==> config.mk <==
export PLATFORM = sky130hd
export DESIGN_NAME = ad9866_gain_sched
export DESIGN_NICKNAME = d
export VERILOG_FILES = /design/src/rtl/ad9866_pkg.sv /design/src/rtl/ad9866_gain_track.sv /design/src/rtl/ad9866_gain_sched.sv
export SDC_FILE = /design/constraint.sdc
export NUM_CORES = 1
export LEC_CHECK = 0
export CAP_MARGIN = 10
export CELL_PAD_IN_SITES_DETAIL_PLACEMENT = 1
export CELL_PAD_IN_SITES_GLOBAL_PLACEMENT = 1
export CORE_ASPECT_RATIO = 1.5
export CORE_MARGIN = 2
export CORE_UTILIZATION = 40
export CTS_CLUSTER_SIZE = 28
export DETAILED_ROUTE_END_ITERATION = 10
export GPL_TIMING_DRIVEN = 0
export PLACE_DENSITY_LB_ADDON = 0.1
export SLEW_MARGIN = 20
export SYNTH_ARGS = -nofsm -noshare
export SYNTH_HDL_FRONTEND = slang
export SYNTH_SLANG_ARGS = --single-unit
export TNS_END_PERCENT = 50
==> constraint.sdc <==
create_clock -name clk -period 2.1 [get_ports clk]
set_input_delay 0.63 -clock clk [delete_from_list [all_inputs] [get_ports clk]]
set_output_delay 0.63 -clock clk [all_outputs]
set_load 0.1 [all_outputs]
==> src/rtl/ad9866_pkg.sv <==
// Shared types and defaults for the AD9866 gain-write scheduler.
package ad9866_pkg;

  typedef logic [5:0]  gain_t;
  typedef logic [15:0] timer_t;

  // Scheduler states. These are plain constants rather than an enum so the encoding
  // stays fixed for existing users of this package.
  typedef logic [2:0] sched_state_t;
  localparam sched_state_t StHoldoff = 3'd0;
  localparam sched_state_t StIdle    = 3'd1;
  localparam sched_state_t StReqRx   = 3'd2;
  localparam sched_state_t StWaitRx  = 3'd3;
  localparam sched_state_t StReqTx   = 3'd4;
  localparam sched_state_t StWaitTx  = 3'd5;
  localparam sched_state_t StGap     = 3'd6;

  localparam int unsigned INIT_HOLDOFF_DEF = 4096;
  localparam int unsigned ACK_TIMEOUT_DEF  = 255;
  localparam int unsigned GAP_CYCLES_DEF   = 4;

  // Move one code from cur toward tgt, or stay put if they already match.
  function automatic gain_t ramp_step(input gain_t cur, input gain_t tgt);
    if (tgt > cur) begin
      return cur + 6'd1;
    end else if (tgt < cur) begin
      return cur - 6'd1;
    end
    return cur;
  endfunction

endpackage

==> src/rtl/ad9866_gain_track.sv <==
// Per-path gain bookkeeping: latest target, last value written to the chip (shadow),
// the code currently presented to the SPI block, and the pending-write flag.
module ad9866_gain_track
  import ad9866_pkg::*;
#(
  parameter bit RampEn = 1'b0
) (
  input  logic       clk,
  input  logic       reset,
  input  logic       gain_valid_i,
  input  logic [5:0] gain_in_i,
  input  logic       issue_i,
  input  logic       ack_i,
  input  logic       timeout_i,
  output logic [5:0] gain_o,
  output logic       pend_o
);

  gain_t target_q, target_d;
  gain_t shadow_q, shadow_d;
  gain_t gain_q, gain_d;
  gain_t step;
  logic  pend_q, pend_d;

  // With ramping, each write moves one code from what the chip holds now.
  assign step = RampEn ? ramp_step(shadow_q, target_q) : target_q;

  // Target capture, write issue and completion bookkeeping.
  always_comb begin
    target_d = target_q;
    shadow_d = shadow_q;
    gain_d   = gain_q;
    pend_d   = pend_q;
    if (gain_valid_i) begin
      target_d = gain_in_i;
      pend_d   = (gain_in_i != shadow_q);
    end
    if (issue_i) begin
      gain_d = step;
      pend_d = (step != target_q);
    end
    // A completed write re-judges pending against the fresh shadow, so an update that
    // arrived mid-frame yields exactly one follow-up write (or none if it matches).
    if (ack_i) begin
      shadow_d = gain_q;
      pend_d   = (target_d != gain_q);
    end
    if (timeout_i) begin
      pend_d = 1'b1;
    end
  end

  // Path state registers.
  always_ff @(posedge clk or posedge reset) begin
    if (reset) begin
      target_q <= '0;
      shadow_q <= '0;
      gain_q   <= '0;
      pend_q   <= 1'b0;
    end else begin
      target_q <= target_d;
      shadow_q <= shadow_d;
      gain_q   <= gain_d;
      pend_q   <= pend_d;
    end
  end

  assign gain_o = gain_q;
  assign pend_o = pend_q;

endmodule

==> src/rtl/ad9866_gain_sched.sv <==
// AD9866 RX/TX gain-write scheduler feeding the SPI configuration block.
// Holds off during power-up init, issues one request at a time, and releases each
// request one cycle after the SPI engine starts its frame.
// Define AD9866_TX_GAIN_RAMP_EN to step TX gain by one code per write.
module ad9866_gain_sched
  import ad9866_pkg::*;
#(
  parameter int unsigned INIT_HOLDOFF = INIT_HOLDOFF_DEF,
  parameter int unsigned ACK_TIMEOUT  = ACK_TIMEOUT_DEF,
  parameter int unsigned GAP_CYCLES   = GAP_CYCLES_DEF
) (
  input  logic       clk,
  input  logic       reset,
  input  logic       gain_valid,
  input  logic [5:0] rx_gain_in,
  input  logic [5:0] tx_gain_in,
  input  logic       ptt,
  input  logic       sen_n,
  output logic       ext_rx_rqst,
  output logic [5:0] rx_gain,
  output logic       ext_tx_rqst,
  output logic [5:0] tx_gain,
  output logic       busy,
  output logic       timeout_err
);

`ifdef AD9866_TX_GAIN_RAMP_EN
  localparam bit TxRampEn = 1'b1;
`else
  localparam bit TxRampEn = 1'b0;
`endif

  localparam timer_t HoldoffLast = timer_t'(INIT_HOLDOFF - 1);
  localparam timer_t AckLast     = timer_t'(ACK_TIMEOUT - 1);
  localparam timer_t GapLast     = timer_t'(GAP_CYCLES - 1);

  sched_state_t state_q, state_d;
  timer_t       timer_q, timer_d;
  logic         err_q, err_d;
  logic         rx_issue, tx_issue, rx_ack, tx_ack, rx_to, tx_to;
  logic         rx_pend, tx_pend;

  // Arbitration, request handshake, timeout and gap sequencing.
  always_comb begin
    state_d  = state_q;
    timer_d  = timer_q;
    err_d    = err_q;
    rx_issue = 1'b0;
    tx_issue = 1'b0;
    rx_ack   = 1'b0;
    tx_ack   = 1'b0;
    rx_to    = 1'b0;
    tx_to    = 1'b0;
    case (state_q)
      StHoldoff: begin
        if (timer_q == HoldoffLast) begin
          state_d = StIdle;
          timer_d = '0;
        end else begin
          timer_d = timer_q + 16'd1;
        end
      end
      StIdle: begin
        timer_d = '0;
        if (sen_n) begin
          if (tx_pend && (ptt || !rx_pend)) begin
            tx_issue = 1'b1;
            state_d  = StReqTx;
          end else if (rx_pend) begin
            rx_issue = 1'b1;
            state_d  = StReqRx;
          end
        end
      end
      StReqRx: begin
        if (!sen_n) begin
          rx_ack  = 1'b1;
          state_d = StWaitRx;
        end else if (timer_q == AckLast) begin
          rx_to   = 1'b1;
          err_d   = 1'b1;
          timer_d = '0;
          state_d = StGap;
        end else begin
          timer_d = timer_q + 16'd1;
        end
      end
      StReqTx: begin
        if (!sen_n) begin
          tx_ack  = 1'b1;
          state_d = StWaitTx;
        end else if (timer_q == AckLast) begin
          tx_to   = 1'b1;
          err_d   = 1'b1;
          timer_d = '0;
          state_d = StGap;
        end else begin
          timer_d = timer_q + 16'd1;
        end
      end
      StWaitRx, StWaitTx: begin
        if (sen_n) begin
          timer_d = '0;
          state_d = StGap;
        end
      end
      StGap: begin
        if (timer_q == GapLast) begin
          state_d = StIdle;
        end else begin
          timer_d = timer_q + 16'd1;
        end
      end
      default: begin
        state_d = StHoldoff;
        timer_d = '0;
      end
    endcase
  end

  // Scheduler state registers.
  always_ff @(posedge clk or posedge reset) begin
    if (reset) begin
      state_q <= StHoldoff;
      timer_q <= '0;
      err_q   <= 1'b0;
    end else begin
      state_q <= state_d;
      timer_q <= timer_d;
      err_q   <= err_d;
    end
  end

  ad9866_gain_track #(
    .RampEn (1'b0)
  ) u_rx_track (
    .clk          (clk),
    .reset        (reset),
    .gain_valid_i (gain_valid),
    .gain_in_i    (rx_gain_in),
    .issue_i      (rx_issue),
    .ack_i        (rx_ack),
    .timeout_i    (rx_to),
    .gain_o       (rx_gain),
    .pend_o       (rx_pend)
  );

  ad9866_gain_track #(
    .RampEn (TxRampEn)
  ) u_tx_track (
    .clk          (clk),
    .reset        (reset),
    .gain_valid_i (gain_valid),
    .gain_in_i    (tx_gain_in),
    .issue_i      (tx_issue),
    .ack_i        (tx_ack),
    .timeout_i    (tx_to),
    .gain_o       (tx_gain),
    .pend_o       (tx_pend)
  );

  // Requests decode straight from registered state so they drop the moment reset hits.
  assign ext_rx_rqst = (state_q == StReqRx);
  assign ext_tx_rqst = (state_q == StReqTx);
  assign busy        = (state_q != StIdle);
  assign timeout_err = err_q;

endmodule

==> results.md, run 1 <==
- Ys async rst share: 1.00
- Die height: 110 um
- Synth-to-Final Area Change: 36.8%
- R2R Setup Slk: -0.02 ns
- Worst Hold Class: reg -> reg
- Worst-Skew Late Latency: 0.34 ns
- Crit path cell chain: buf_6 -> inv_6 -> or3_4 -> clkinvlp_4 -> buf_12
- R2R Path End: timer_q[6]
- H-tree depth: 3
- Final WS setup: -0.0897 ns
- GRT overflow: 0
- Register area share after synthesis: 0.483
- Status: complete, but fails checks
- Setup crit end: ext_tx_rqst
- Worst EP arrival: 1.56 ns
- Clock Tree Buf Depth: 2
- I/O pin count: 33
- Post-synthesis sequential element count: 58
- Hold_buf cts: 0
- Mapped Cells: 270
- Worst Tran Pin Value: 0.598 ns
- Layout cell share with drive strength beyond 1: 0.401
- Max IR drop VDD: 0.836 mV
- TritonRoute pass-1 iters: 4
- Vias per cell: 5.33
- # rows: 38
- Vias in the first global route: 2521
- Initial antenna violation count: 0
- Critical Path Max Stage Delay: 0.41 ns
- HPWL after DPL: 5190 um
- Drt drc: 0
- Number of synthesized flops with an enable pin: 0
- CP max-delay cell: or3_4
- RSZ-0062 raised after global routing: yes
- Failing checks: setup timing
- TritonCTS Buffers: 9
- Count of cell types in the netlist: 48
- DP Area: 0.00349 sq mm
- Worst-path maximum fanout: 6
- CP startpoint kind: flop
- GRT Resource Usage Total: 0.205
- RR Startpoint: timer_q[11]
- GP Congestion: 0.804
- Drt wl/cell: 17.5 um
- Netlist Area Pre-Place: 0.00300 sq mm
- WP data required: 1.47 ns
- Core area: 0.00727 sq mm
- Initial core utilization: 0.413
- Post-synth top area cell: dfrtp_1
- # diodes: 0
- Final slew viol count: 0
- Reg2reg path depth: 6
- Top cell type's share of synthesized area: 0.483
- Syn Area/Cell: 11.1 sq um
- Worst slew margin: 0.599
- Initial drt markers: 54
- Synth Flop Type: dfrtp_1
- Max-cap violation count: 0
- Fin. Hold Viols: 0
- # nets final: 349
- First-pass GRT wire length: 12500 um
- Power Dens Cells: 1530 mW/mm^2
- CTS tree: built
- Crit Path Class: reg -> out
- CTS root buffer: clkbuf_8
- Placement Setup Slack: -0.910 ns
- Crit path time final: 2.19 ns
- Clock Skew: 0.00476 ns
- Crit. End Element: output port
- DIE WIDTH: 74.8 um
- Fmax achieved: 0.457 GHz
- Routed vias: 2314
- Port bufs: 31
- DRT antenna net count: 0
- Setup violations, final: 5
- Setup TNS: -0.132 ns
- Placed cell count: 402
- Sink Count: 58
- Post-Layout Cell Count: 434
- YS warnings: 0
- Period utilisation layout: 1.04
- Post-Syn Nets: 289
- Tot Pwr: 0.00627 W
- Critical path origin: state_q[2]
- Die area: 0.00823 sq mm
- Most area-consuming cells after synthesis: dfrtp_1 48%, mux2_2 13%, xor2_1 7.6%
- Final Cell Area: 0.00411 sq mm
- Drt total wl: 7590 um
- Largest net degree at the start of global routing: 42
- Clock-pin slew of the registers on the worst-case setup and hold paths: 0.06 ns
- Pleak: 1.80 nW
[per-layer routing]
metal	wire, um	share of wire	GRT usage
met5	0	0	0
met4	184	0.024	0.0957
met3	256	0.034	0.0573
met2	4180	0.55	0.360
met1	2970	0.39	0.224
[synthesized netlist by cell type, drive strengths merged, types with 2 or more instances]
master	instances
a2bb2oi	3
nor4	8
o21a	2
nand2	14
clkbuf	7
a211oi	2
or4	4
nor3	4
buf	3
a21oi	3
nand3	8
mux2	36
a22o	3
and2	2
o21ai	12
nor2	21
inv	8
and3	4
o22ai	2
dfrtp	58
o41ai	3
xor2	26
ha	2
o31ai	3
or3	2
nand2b	2
nand4	7
xnor2	8
[cells by family (layout without fill, tap and decap cells)]
logic type	after synthesis	after routing	share of synthesized area
DFF	58	58	0.483
AOI/OAI and AO/OA	42	42	0.102
xor gates and xnor gates	34	34	0.0991
buffers and inverters	18	82	0.0267
adders and majority gates	2	2	0.00833
muxes	36	36	0.135
and+or+nand+nor	80	80	0.145
[through the flow]
stage               hold slack, ns  utilization
global route                 0.487        0.565
finish                       0.465        0.565
detailed placement           0.452        0.479
floorplan                    0.477            -
global placement             0.455        0.476
CTS                          0.466        0.536
[critical path: cells and delay by family, from the launching register on]
family	cells	cell delay (ns)
and+or+nand+nor	1	0.41
buffers and inverters	4	0.46
DFF	1	0.35
[how the worst min path moves through the flow]
stage / from / to / slack, ns / depth (start not counted)
after floorplan: u_tx_track.step[0] / u_tx_track.gain_o[0] / 0.48 / 1
after global placement: timeout_err / timeout_err / 0.45 / 1
after detailed placement: timeout_err / timeout_err / 0.45 / 1
after CTS: timeout_err / timeout_err / 0.47 / 1
after global routing: timeout_err / timeout_err / 0.49 / 1
final: timeout_err / timeout_err / 0.47 / 1
[where the power goes]
part / switching, W / leakage (nW) / total, W / internal [W]
registers: 0.000367 / 0.727 / 0.00184 / 0.00147
logic: 0.00211 / 0.965 / 0.00336 / 0.00125
clock network: 0.000431 / 0.106 / 0.00107 / 0.000637
total: 0.00291 / 1.80 / 0.00627 / 0.00336
[cells in the final DEF, fill, tap and decap left out, drive strengths merged, types with 4 or more instances in the layout]
cell / Yosys / final
and3: 4 / 4
buf: 3 / 27
clkbuf: 7 / 17
clkdlybuf4s15: 0 / 13
clkdlybuf4s50: 0 / 9
dfrtp: 58 / 58
dlymetal6s2s: 0 / 4
inv: 8 / 7
mux2: 36 / 36
nand2: 14 / 14
nand3: 8 / 8
nand4: 7 / 7
nor2: 21 / 21
nor3: 4 / 4
nor4: 8 / 8
o21ai: 12 / 12
or4: 4 / 4
xnor2: 8 / 8
xor2: 26 / 26
[sequential cells by signal, indices dropped and copies added (netlist names)]
name and flops:
u_tx_track.shadow_q 6, u_rx_track.gain_o 6, state_q 3, timeout_err 1, u_tx_track.step 6, timer_q 16, u_rx_track.shadow_q 6, u_tx_track.pend_o 1
u_rx_track.pend_o 1, u_rx_track.step 6, u_tx_track.gain_o 6
[layout make-up]
class / instances / area (sq um)
multi-input cells: 194 / 1680
clock inverters: 2 / 35.0
well taps: 100 / 125
inverters: 8 / 41.3
fillers: 778 / 3170
clock buffers: 13 / 169
repair buffers: 51 / 531
flip-flops and latches: 58 / 1450
plain buffers: 8 / 72.6
[timing repair]
| action | CTS | global route |
|---|---|---|
| setup endpoints to repair | 61 | 31 |
| resized for setup | 90 | 45 |
| buffers inserted | 10 | 9 |
| endpoints found under the hold margin | 0 | 0 |
| pin swaps | 11 | 16 |
| cloned | 0 | 0 |
No activity file was read; power rests on OpenSTA's default activity.
==> run 2, diff against run 1 <==
- ABC_CLOCK_PERIOD_IN_PS: not set -> 2100
==> results of run 2 <==
Final layout, timing and power as in run 1 (identical DEF).
==> run 3, diff against run 2 <==
- MAX_ROUTING_LAYER: not set -> met4
- PLACE_DENSITY_LB_ADDON: 0.1 -> 0.15
==> results.md, run 3 (synthesis results as in run 1) <==
- Met3 wire length: 229 um
- Max reg flops: 16
- Register share of total power: 0.302
- Commonest non-fill, non-tap cell in the layout: dfrtp_1
- Initial drt markers: 39
- GRT overflow: 0
- Post-Layout Cell Count: 442
- Synth-to-Final Area Change: 36.8%
- Met1 WL: 3030 um
- Pleak: 1.75 nW
- CTS root buffer: clkbuf_8
- GP Congestion: 0.811
- First-pass GRT wire length: 12200 um
- Setup violations, final: 18
- Core area: 0.00727 sq mm
- CP bufs+invs: 3
- Vias per cell: 5.27
- Clock Tree Buf Depth: 2
- GRT Resource Usage Total: 0.205
- Failing checks: setup timing
- Power Dens Cells: 1500 mW/mm^2
- Drt total wl: 7840 um
- CP max-delay cell: dfrtp_1
- Status: complete, but fails checks
- Crit. End Element: flop
- I/O pin count: 33
- Top cell by count, worst path: buf_4
- Sink Count: 58
- Worst-path maximum fanout: 8
- Routed vias: 2328
- Die area: 0.00823 sq mm
- Worst Tran Pin Value: 0.583 ns
- Drt wl/cell: 17.7 um
- Worst-Skew Late Latency: 0.34 ns
- Worst Hold Class: reg -> reg
- DRT antenna net count: 0
- Vias in the first global route: 2493
- CTS tree: built
- Crit Path Class: reg -> reg
- WL met2: 4430 um
- TritonCTS Buffers: 9
- Placed cell count: 402
- Net Sw Power: 0.00293 W
- Initial antenna violation count: 0
- DR top layer: met4
- Port bufs: 31
- Placement Setup Slack: -0.900 ns
- Most frequent cells in the layout: 57 x dfrtp_1, 34 x mux2_2, 30 x buf_4, 26 x xor2_1
- DIE WIDTH: 74.8 um
- Worst slew margin: 0.612
- Switching Fraction: 0.477
- Max-cap violation count: 0
- Critical Path Max Stage Delay: 0.43 ns
- Crit path time final: 2.20 ns
- Gate power share: 0.557
- Max IR drop VDD: 1.06 mV
- HPWL after DPL: 5160 um
- Final slew viol count: 0
- R2R Setup Slk: -0.10 ns
- Largest net degree at the start of global routing: 47
- Crit path cell chain: buf_4 -> buf_4 -> inv_1 -> ha_1 -> or3b_4 -> a2bb2oi_4 -> and2_4 -> nor2_1
- Setup TNS: -1.13 ns
- Clock Skew: 0.00737 ns
- Clock-pin slew of the registers on the worst-case setup and hold paths: 0.06 ns
- TritonRoute pass-1 iters: 4
- H-tree depth: 3
- Fmax achieved: 0.454 GHz
- Fin. Hold Viols: 0
- Reg with most FFs: timer_q
- Layout Utilization: 0.565
- Worst EP arrival: 2.43 ns
- WP data required: 2.33 ns
- # nets final: 358
- DP Area: 0.00349 sq mm
- Final Cell Area: 0.00411 sq mm
- Period utilisation layout: 1.05
- RSZ-0062 raised after global routing: yes
- # diodes: 0
- Crit path max-delay family: simple AND/OR/NAND/NOR gates
- Initial core utilization: 0.413
- Clock share of power: 0.141
- Internal: 0.00322 W
- Die height: 110 um
- Final WS setup: -0.101 ns
- Drt drc: 0
- CP startpoint kind: flop
- Layout cell share with drive strength beyond 1: 0.404
- # rows: 38
-- run 3: changes by cell type in the layout (fill, tap and decap cells not counted), moves of 3 or more --
cell / delta
o21ai_0: +4
clkbuf_8: -3
nor2_4: +3
nor2_1: -7
clkbuf_1: +4
nor2_2: +4
dlymetal6s2s_1: -3
mux2_2: +4
mux2_4: -4
buf_4: +11
clkdlybuf4s50_1: +5
-- run 3: timing repair --
| action | in CTS | in global routing |
|---|---|---|
| cloned | 0 | 0 |
| endpoints found under the setup margin | 60 | 24 |
| pin swaps | 7 | 26 |
| hold buffers | 0 | 0 |
| gates resized for setup | 93 | 30 |
| buffers inserted | 11 | 18 |
-- run 3: final cells by class --
class                      instances  area, sq um
multi-input combinational        194         1690
sequential                        58         1450
clock buffer                      14          153
fill                             783         3160
buffer                             7         58.8
inverter                           8         41.3
timing repair buffer              61          592
tap                              100          125
-- run 3: worst paths after layout --
check | startpoint | end | cells past startpoint
hold / removal | timeout_err | timeout_err | 1
min in group asynchronous | reset | timer_q[3] | 2
max in group asynchronous | reset | u_rx_track.shadow_q[0] | 3
setup reg to reg | timer_q[0] | timer_q[10] | 8
hold reg to reg | timeout_err | timeout_err | 1
setup / recovery | timer_q[0] | timer_q[10] | 8
-- run 3: layer usage --
layer	track usage	vias to the layer above
met3	0.0436	9
met4	0.0855	0
met5	-	-
li1	-	1106
met1	0.223	1183
met2	0.358	30
-- run 3: through the flow --
stage	power, W	hold WS [ns]
4_1_cts	0.00583	0.467
5_1_grt	0.00648	0.484
3_5_place_dp	0.00469	0.452
6_report	0.00615	0.457
2_1_floorplan	0.00397	0.477
3_3_place_gp	0.00462	0.454
-- run 3: power groups by stage --
| stage | registers, W | clock network (W) | logic (W) |
|---|---|---|---|
| 6_report | 0.00185 | 0.000867 | 0.00343 |
| 2_1_floorplan | 0.00257 | 0 | 0.00140 |
| 4_1_cts | 0.00183 | 0.000900 | 0.00310 |
| 3_3_place_gp | 0.00183 | 0 | 0.00279 |
| 3_5_place_dp | 0.00185 | 0 | 0.00284 |
| 5_1_grt | 0.00192 | 0.000938 | 0.00363 |
